`src/rtl/spram_sort_ctrl.sv`:
```
// Frame sorter controller: loads N samples into an external single-port RAM,
// bubble-sorts them in place (ascending, unsigned) and reports the median element.
module spram_sort_ctrl #(
   parameter int N = 540,
   parameter int W = 24
) (
   input  logic         clk,
   input  logic         rst,
   input  logic [W-1:0] din,
   input  logic         din_valid,
   output logic         din_ready,
   output logic [W-1:0] ram_data,
   output logic [9:0]   ram_addr,
   output logic         ram_we,
   input  logic [W-1:0] ram_q,
   output logic         busy,
   output logic [W-1:0] median,
   output logic         done
);

   typedef enum logic [3:0] {
      IDLE, LOAD, RD0, RD1, CAP, CMP, WR0, WR1, MRD0, MRD1, DONE
   } state_t;

   localparam logic [9:0] LAST_IDX  = 10'(N - 1);
   localparam logic [9:0] PASS_INIT = 10'(N - 2);
   localparam logic [9:0] MID_IDX   = 10'(N / 2);

   state_t       state_q, state_d;
   logic [9:0]   cnt_q, cnt_d;
   logic [9:0]   i_q, i_d;
   logic [9:0]   lim_q, lim_d;
   logic [9:0]   addr_q, addr_d;
   logic         swap_q, swap_d;
   logic [W-1:0] a_q, a_d;
   logic [W-1:0] b_q, b_d;
   logic [W-1:0] median_q, median_d;
   logic         done_q, done_d;
   logic         we_d;
   logic [W-1:0] wdata_d;
   logic         accept;
   logic         advance;
   logic         loading;

   assign loading = (state_q == IDLE) || (state_q == LOAD);
   assign accept  = din_valid && din_ready;

   always_comb begin
      state_d  = state_q;
      cnt_d    = cnt_q;
      i_d      = i_q;
      lim_d    = lim_q;
      swap_d   = swap_q;
      addr_d   = addr_q;
      a_d      = a_q;
      b_d      = b_q;
      median_d = median_q;
      done_d   = 1'b0;
      we_d     = 1'b0;
      wdata_d  = '0;
      advance  = 1'b0;

      case (state_q)
         IDLE, LOAD: begin
            if (accept) begin
               we_d    = 1'b1;
               addr_d  = cnt_q;
               wdata_d = din;
               if (cnt_q == LAST_IDX) begin
                  state_d = RD0;
                  cnt_d   = '0;
                  i_d     = '0;
                  lim_d   = PASS_INIT;
                  swap_d  = 1'b0;
               end else begin
                  state_d = LOAD;
                  cnt_d   = cnt_q + 10'd1;
               end
            end
         end
         RD0: begin
            addr_d  = i_q;
            state_d = RD1;
         end
         // RAM returns data one cycle after the address, so A arrives in RD1, B in CAP
         RD1: begin
            addr_d  = i_q + 10'd1;
            a_d     = ram_q;
            state_d = CAP;
         end
         CAP: begin
            b_d     = ram_q;
            state_d = CMP;
         end
         CMP: begin
            if (a_q > b_q) state_d = WR0;
            else           advance = 1'b1;
         end
         WR0: begin
            we_d    = 1'b1;
            addr_d  = i_q;
            wdata_d = b_q;
            state_d = WR1;
         end
         WR1: begin
            we_d    = 1'b1;
            addr_d  = i_q + 10'd1;
            wdata_d = a_q;
            swap_d  = 1'b1;
            advance = 1'b1;
         end
         MRD0: begin
            addr_d  = MID_IDX;
            state_d = MRD1;
         end
         MRD1: state_d = DONE;
         DONE: begin
            median_d = ram_q;
            done_d   = 1'b1;
            state_d  = IDLE;
         end
         default: state_d = IDLE;
      endcase

      // swap_d already reflects a swap written in WR1 this cycle
      if (advance) begin
         if (i_q < lim_q) begin
            i_d     = i_q + 10'd1;
            state_d = RD0;
         end else if (!swap_d || (lim_q == '0)) begin
            state_d = MRD0;
         end else begin
            lim_d   = lim_q - 10'd1;
            i_d     = '0;
            swap_d  = 1'b0;
            state_d = RD0;
         end
      end
   end

   always_ff @(posedge clk) begin
      if (rst) begin
         state_q  <= IDLE;
         cnt_q    <= '0;
         i_q      <= '0;
         lim_q    <= '0;
         swap_q   <= 1'b0;
         addr_q   <= '0;
         median_q <= '0;
         done_q   <= 1'b0;
      end else begin
         state_q  <= state_d;
         cnt_q    <= cnt_d;
         i_q      <= i_d;
         lim_q    <= lim_d;
         swap_q   <= swap_d;
         addr_q   <= addr_d;
         median_q <= median_d;
         done_q   <= done_d;
      end
   end

   always_ff @(posedge clk) begin
      a_q <= a_d;
      b_q <= b_d;
   end

   // Outputs are forced quiet while reset is held, independent of the stored state
   assign din_ready = !rst && loading;
   assign busy      = !rst && !loading;
   assign ram_we    = !rst && we_d;
   assign ram_addr  = rst ? '0 : addr_d;
   assign ram_data  = rst ? '0 : wdata_d;
   assign median    = rst ? '0 : median_q;
   assign done      = !rst && done_q;

endmodule

```
`config.mk`:
```
export PLATFORM = sky130hd
export DESIGN_NAME = spram_sort_ctrl
export DESIGN_NICKNAME = d
export VERILOG_FILES = /design/src/rtl/spram_sort_ctrl.sv
export SDC_FILE = /design/constraint.sdc
export NUM_CORES = 1
export LEC_CHECK = 0
export CAP_MARGIN = 5
export CORE_ASPECT_RATIO = 0.6
export CORE_UTILIZATION = 29
export CTS_CLUSTER_SIZE = 14
export DETAILED_ROUTE_END_ITERATION = 8
export HOLD_SLACK_MARGIN = 0.03
export PLACE_DENSITY = 0.52
export SYNTH_ARGS = -nofsm -noshare
export SYNTH_HDL_FRONTEND = slang
export SYNTH_SLANG_ARGS = --single-unit
```
`constraint.sdc`:
```
create_clock -name clk -period 5.5 [get_ports clk]
set_input_delay 1.1 -clock clk [delete_from_list [all_inputs] [get_ports clk]]
set_output_delay 1.1 -clock clk [all_outputs]
set_load 0.01 [all_outputs]
```
==> run_results.csv, run 1 <==
group,metric,value,unit
setup_path,endpoint_kind,"primary output",
final_layout,fin_area,8230,um^2
synthesis,synth_top_family_by_area,"simple AND/OR/NAND/NOR gates",
global_route,antenna_found_initial,0,
synthesis,synth_area,6240,um^2
floorplan,rows,41,
synthesis,avgSynthCellArea,9.25,um^2
timing,tns,0,ns
place,dp_hpwl,13300,um
synthesis,synth-xor-area-share,2.81,%
timing,worst_slew_pin_slew,1.02,ns
floorplan,io_pins,113,
floorplan,start_util,29.7,%
setup_path,crit_fanout,12,
synthesis,yosysSeqAreaShare,45.5,%
cts,root_buffer,"clkbuf_16",
synthesis,synth-simple-area-share,19.5,%
global_route,grt_usage,17.5,%
floorplan,core_area,21000,um^2
synthesis,netlist_top_cells_count,"nand2_1, dfxtp_1, a21oi_1, nor2_1, edfxtp_1",
place,placed_area,7660,um^2
synthesis,postSynthCellCount,675,
setup_path,crit_required,4.40,ns
global_route,grt_max_degree,52,
global_route,grt_pass1_wl,29100,um
synthesis,netlist.top_cell.by_area,"edfxtp_1",
pwr,peakVddDrop,0.264,mV
synthesis,synth_area_leaders,"edfxtp_1, dfxtp_1, ha_1",
place,port-buffer-count,112,
pwr,p_leak,0.00308,uW
drt,wl_per_cell,17.3,um
cts,cts_setup_buffers,0,
timing,timing.fmax,219,MHz
synthesis,synth_most_common_cell,"nand2_1",
status,status,"completed",
synthesis,ys_ff_latch,118,
floorplan,die_area,22100,um^2
synthesis,synthAdderAreaFrac,7.22,%
drt,drc,0,
synthesis,muxShareOfSynthArea,0.842,%
timing,slew_headroom,31.2,%
drt,num_vias,5398,
timing,finalClockSkew,0.0140,ns
final_layout,area_delta_synth_final,31.9,%
cts,clock_sinks,118,
setup_path,path_class,"input pin to primary output",
synthesis,synthFlopType,"dfxtp_1",
final_layout,stdcell_count,1073,
timing,finalSetupViolCount,0,
drt,avgViaCountPerCell,5.03,
global_route,grt_pass1_vias,4985,
floorplan,dieWidth,191,um
cts,clk_latency,0.42,ns
run,cap_violations,0,
drt,drt_iter0_drc,421,
drt,ant_nets,0,
setup_path,arrival,3.46,ns
cts,ctsResizeCount,0,
timing,min_period,4.56,ns
timing,drv_slew,0,
timing,timing.hold.ws,0.449,ns
synthesis,yosysWarnings,0,
cts,cts_buffers,17,
timing,rsz0062_at_grt,"no",
synthesis,yosysTopAreaCellShare,23.1,%
synthesis,yosysUniqueCellTypes,64,
timing,hold_viol,0,
timing,fin_crit_sh,82.9,%
synthesis,synth_nets,762,
final_layout,final_nets,868,
setup_path,cp-start-kind,"input pin",
final_layout,insertedDiodeCount,0,
cts,cts_tree,"done",
synthesis,synth_edf_count,48,
cts,ctsLongestPathBuffers,2,
cts,clk_pin_slew,0.06,ns
cts,hold_buffers,0,
pwr,power.density,261,nW/um^2
drt,first_pass_iters,7,
synthesis,synth_compound_area_share,18.8,%
place,gp_congestion,0.829,
drt,detail_route.wirelength,18600,um
synthesis,async_reset_ff_share,0,%
global_route,grt_overflow,0,
cts,htree_levels,4,
floorplan,die_h,116,um
place,dpl.cell_count,1041,
final_layout,drive_gt1_share,8.19,%
min_path,hold_class,"flip-flop to flip-flop",
==> stage by stage <==
| stage | worst slack [ns] | total power, uW | utilization, % |
|---|---|---|---|
| 2_1_floorplan | 1.85 | 982 | - |
| 3_3_place_gp | 1.00 | 1060 | 36.4 |
| 3_5_place_dp | 0.920 | 1060 | 36.4 |
| 4_1_cts | 0.952 | 2170 | 39.1 |
| 5_1_grt | 0.757 | 2220 | 39.1 |
| 6_report | 0.941 | 2150 | 39.1 |
==> final timing paths <==
check	start	to	slack (ns)	depth (start not counted)
hold / removal	median_q[20]	median_q[20]	0.45	2
hold reg to reg	median_q[20]	median_q[20]	0.45	2
setup reg to reg	a_q[23]	i_q[2]	2.09	7
setup / recovery	din_valid	ram_addr[2]	0.94	7
==> power by group <==
| group | switching [uW] | leakage (uW) | internal, uW |
|---|---|---|---|
| clock | 400 | 0.000282 | 708 |
| sequential | 2.79 | 0.000996 | 914 |
| combinational | 61.0 | 0.00180 | 61.7 |
| total | 464 | 0.00308 | 1680 |
==> cell families after synthesis <==
group	Yosys count
DFF	118
adders and majority gates	36
xor gates and xnor gates	20
and+or+nand+nor	249
buffers and inverters	81
AOI/OAI and AO/OA	166
muxes	5
==> state kept, by name (all words and copies together) (netlist names) <==
| signal | cells |
|---|---|
| b_q | 24 |
| lim_q | 10 |
| addr_q | 10 |
| state_q | 4 |
| done_q | 1 |
| i_q | 10 |
| median_q | 24 |
| a_q | 24 |
| cnt_q | 10 |
| swap_q | 1 |
==> area by class of cell <==
type	instances	area, um^2
sequential	118	2840
multi-input combinational	476	3100
timing repair buffer	123	1200
inverter	45	169
clock inverter	10	131
clock buffer	22	444
fill	2112	12800
tap	279	349
==> per-layer routing <==
metal	vias to the layer above	routed length (um)	track usage, %
met5	-	0	0
met4	0	106	3.92
met3	10	1380	5.91
met2	163	6980	21.7
met1	2556	10100	27.8
li1	2669	-	-
==> placed cells by master (no fill, tap or decap), types with 5 or more instances in the layout <==
| cell type | synthesis | final |
|---|---|---|
| nor3_1 | 10 | 8 |
| nor2_1 | 69 | 69 |
| edfxtp_1 | 48 | 48 |
| clkinv_2 | 0 | 5 |
| clkbuf_1 | 25 | 5 |
| nor2b_1 | 27 | 27 |
| or3_1 | 7 | 7 |
| buf_4 | 2 | 11 |
| clkdlybuf4s50_1 | 0 | 111 |
| xor2_1 | 10 | 10 |
| nand3_1 | 9 | 9 |
| o21ai_0 | 19 | 19 |
| clkbuf_16 | 0 | 17 |
| dfxtp_1 | 70 | 70 |
| nand2_1 | 79 | 79 |
| a222oi_1 | 24 | 24 |
| and3_1 | 15 | 15 |
| xnor2_1 | 10 | 10 |
| a211oi_1 | 7 | 7 |
| inv_1 | 45 | 45 |
| nand4_1 | 11 | 11 |
| a221o_1 | 6 | 6 |
| a21oi_1 | 69 | 69 |
| ha_1 | 36 | 36 |
==> worst max-delay path, stage by stage <==
cell	delay, ns
clkdlybuf4s50_1	0.58
nor2b_1	0.30
nand2_1	0.33
a21oi_1	0.23
nor2_1	0.05
a211oi_1	0.27
clkdlybuf4s50_1	0.59
(Power assumes the default switching activity.)
==> run 2, diff against run 1 <==
PLACE_DENSITY = 0.54   (was 0.52)
clock period = 4.1 ns   (was 5.5 ns; I/O delays follow)
==> run 2 against run 1 <==
  * Total power increased by 36%
  * Clock skew shrank 0.0041 ns
  * Design area up 1.3%
  * Via count rose by 1.5%
  * Combinational power increased by 36%
  * Critical endpoint is now ram_addr[1]
  * Largest power group unchanged
==> run_results.csv, run 2 (synthesized netlist as in run 1, its figures left out) <==
group,metric,value,unit
final_layout,area_delta_synth_final,33.6,%
cts,root_buffer,"clkbuf_16",
cts,cts_setup_buffers,0,
timing,worst_slack,0.244,ns
cts,clk_pin_slew,0.06,ns
timing,rsz0062_at_grt,"no",
cts,ctsLongestPathBuffers,2,
pwr,power.density,351,nW/um^2
drt,num_vias,5481,
setup_path,reg2reg_depth,9,
cts,htree_levels,4,
setup_path,r2r-end,"i_q[7]",
status,status,"completed",
place,dp_slack,0.228,ns
place,port-buffer-count,112,
timing,fin_crit_sh,94.1,%
drt,ant_nets,0,
final_layout,mostFrequentLayoutCells,"clkdlybuf4s50_1, nand2_1, dfxtp_1",
final_layout,final_common_cell,"clkdlybuf4s50_1",
pwr,p_leak,0.00313,uW
drt,first_pass_iters,5,
timing,timing.fmax,259,MHz
drt,drc,0,
timing,hold_viol,0,
drt,detail_route.wirelength,18900,um
final_layout,final_util,39.6,%
pwr,peakVddDrop,0.267,mV
global_route,antenna_found_initial,0,
run,cap_violations,0,
setup_path,arrival,3.04,ns
place,dp_hpwl,13300,um
global_route,grt_overflow,0,
timing,slew_headroom,49.8,%
min_path,whs_endpoint,"median_q[20]",
timing,min_period,3.86,ns
min_path,hold_class,"flip-flop to flip-flop",
cts,ctsResizeCount,0,
timing,drv_slew,0,
global_route,grt_pass1_wl,29700,um
cts,clk_latency,0.42,ns
final_layout,reg_top3,"a_q x24, b_q x24, median_q x24",
drt,drt_iter0_drc,487,
final_layout,insertedDiodeCount,0,
global_route,grt_pass1_vias,5254,
cts,cts_buffers,17,
global_route,grt_max_degree,69,
setup_path,endpoint_kind,"primary output",
place,gp_congestion,0.850,
setup_path,path_class,"input pin to primary output",
global_route,grt_usage,17.7,%
setup_path,crit_fanout,12,
floorplan,die_area,22100,um^2
floorplan,die_h,116,um
final_layout,final_nets,876,
setup_path,cp-start-kind,"input pin",
timing,timing.hold.ws,0.448,ns
setup_path,r2r-start,"a_q[19]",
timing,worst_slew_pin_slew,0.747,ns
timing,finalClockSkew,0.00982,ns
setup_path,reg2reg_slack,1.12,ns
cts,cts_tree,"done",
setup_path,crit_required,3.28,ns
cts,hold_buffers,0,
final_layout,drive_gt1_share,9.10,%
floorplan,io_pins,113,
drt,avgViaCountPerCell,5.07,
place,dpl.cell_count,1049,
min_path,whs_path_depth,2,
drt,wl_per_cell,17.5,um
floorplan,rows,41,
floorplan,start_util,29.7,%
final_layout,stdcell_count,1081,
floorplan,core_area,21000,um^2
timing,finalSetupViolCount,0,
timing,tns,0,ns
final_layout,nFillCells,2137,
cts,clock_sinks,118,
min_path,min_from,"median_q[20]",
floorplan,dieWidth,191,um
-- run 2: cell count changes in the layout (fill, tap and decap cells not counted), sizes merged --
cell      previous run  this run
clkinv               6         3
clkbuf              22        24
buf                 12        20
clkinvlp             1         2
-- run 2: how the worst max path moves through the flow --
| stage | end | startpoint | slack (ns) | depth (start not counted) |
|---|---|---|---|---|
| after global routing | ram_addr[1] | din_valid | 0.04 | 7 |
| final | ram_addr[1] | din_valid | 0.24 | 7 |
| after detailed placement | ram_addr[2] | din_valid | 0.23 | 7 |
| after CTS | ram_addr[2] | din_valid | 0.18 | 7 |
| after global placement | ram_addr[1] | din_valid | 0.28 | 7 |
| after floorplan | a_q[0] | state_q[0] | 0.45 | 3 |
-- run 2: area by class of cell --
class	instances	area, um^2	share of cell area [%]
multi-input combinational	476	3100	37.2
sequential	118	2840	34.1
timing repair buffer	131	1280	15.4
clock buffer	24	472	5.66
tap	279	349	4.19
inverter	45	169	2.03
clock inverter	8	123	1.47
-- run 2: critical path: stages --
cell	delay, ns
clkdlybuf4s50_1	0.59
nor2b_1	0.27
nand2_2	0.21
a21oi_1	0.20
nor2_1	0.06
a211oi_1	0.30
clkdlybuf4s50_1	0.60
-- run 2: power breakdown --
| group | switching, uW | internal, uW |
|---|---|---|
| clock | 543 | 986 |
| sequential | 6.44 | 1230 |
| combinational | 80.3 | 86.9 |
| total | 629 | 2300 |
-- run 2: per-stage QoR --
| stage | area [um^2] | power [uW] |
|---|---|---|
| floorplan | 6240 | 1320 |
| global placement | 7740 | 1420 |
| detailed placement | 7740 | 1420 |
| CTS | 8340 | 2960 |
| global route | 8340 | 3020 |
| finish | 8340 | 2930 |
-- run 2: per-layer routing --
| metal | vias to the layer above | global-route usage, % | routed length [um] |
|---|---|---|---|
| li1 | 2687 | - | - |
| met5 | - | 0 | 0 |
| met4 | 0 | 4.60 | 130 |
| met2 | 193 | 24.2 | 7390 |
| met1 | 2586 | 26.9 | 9830 |
| met3 | 15 | 4.97 | 1530 |
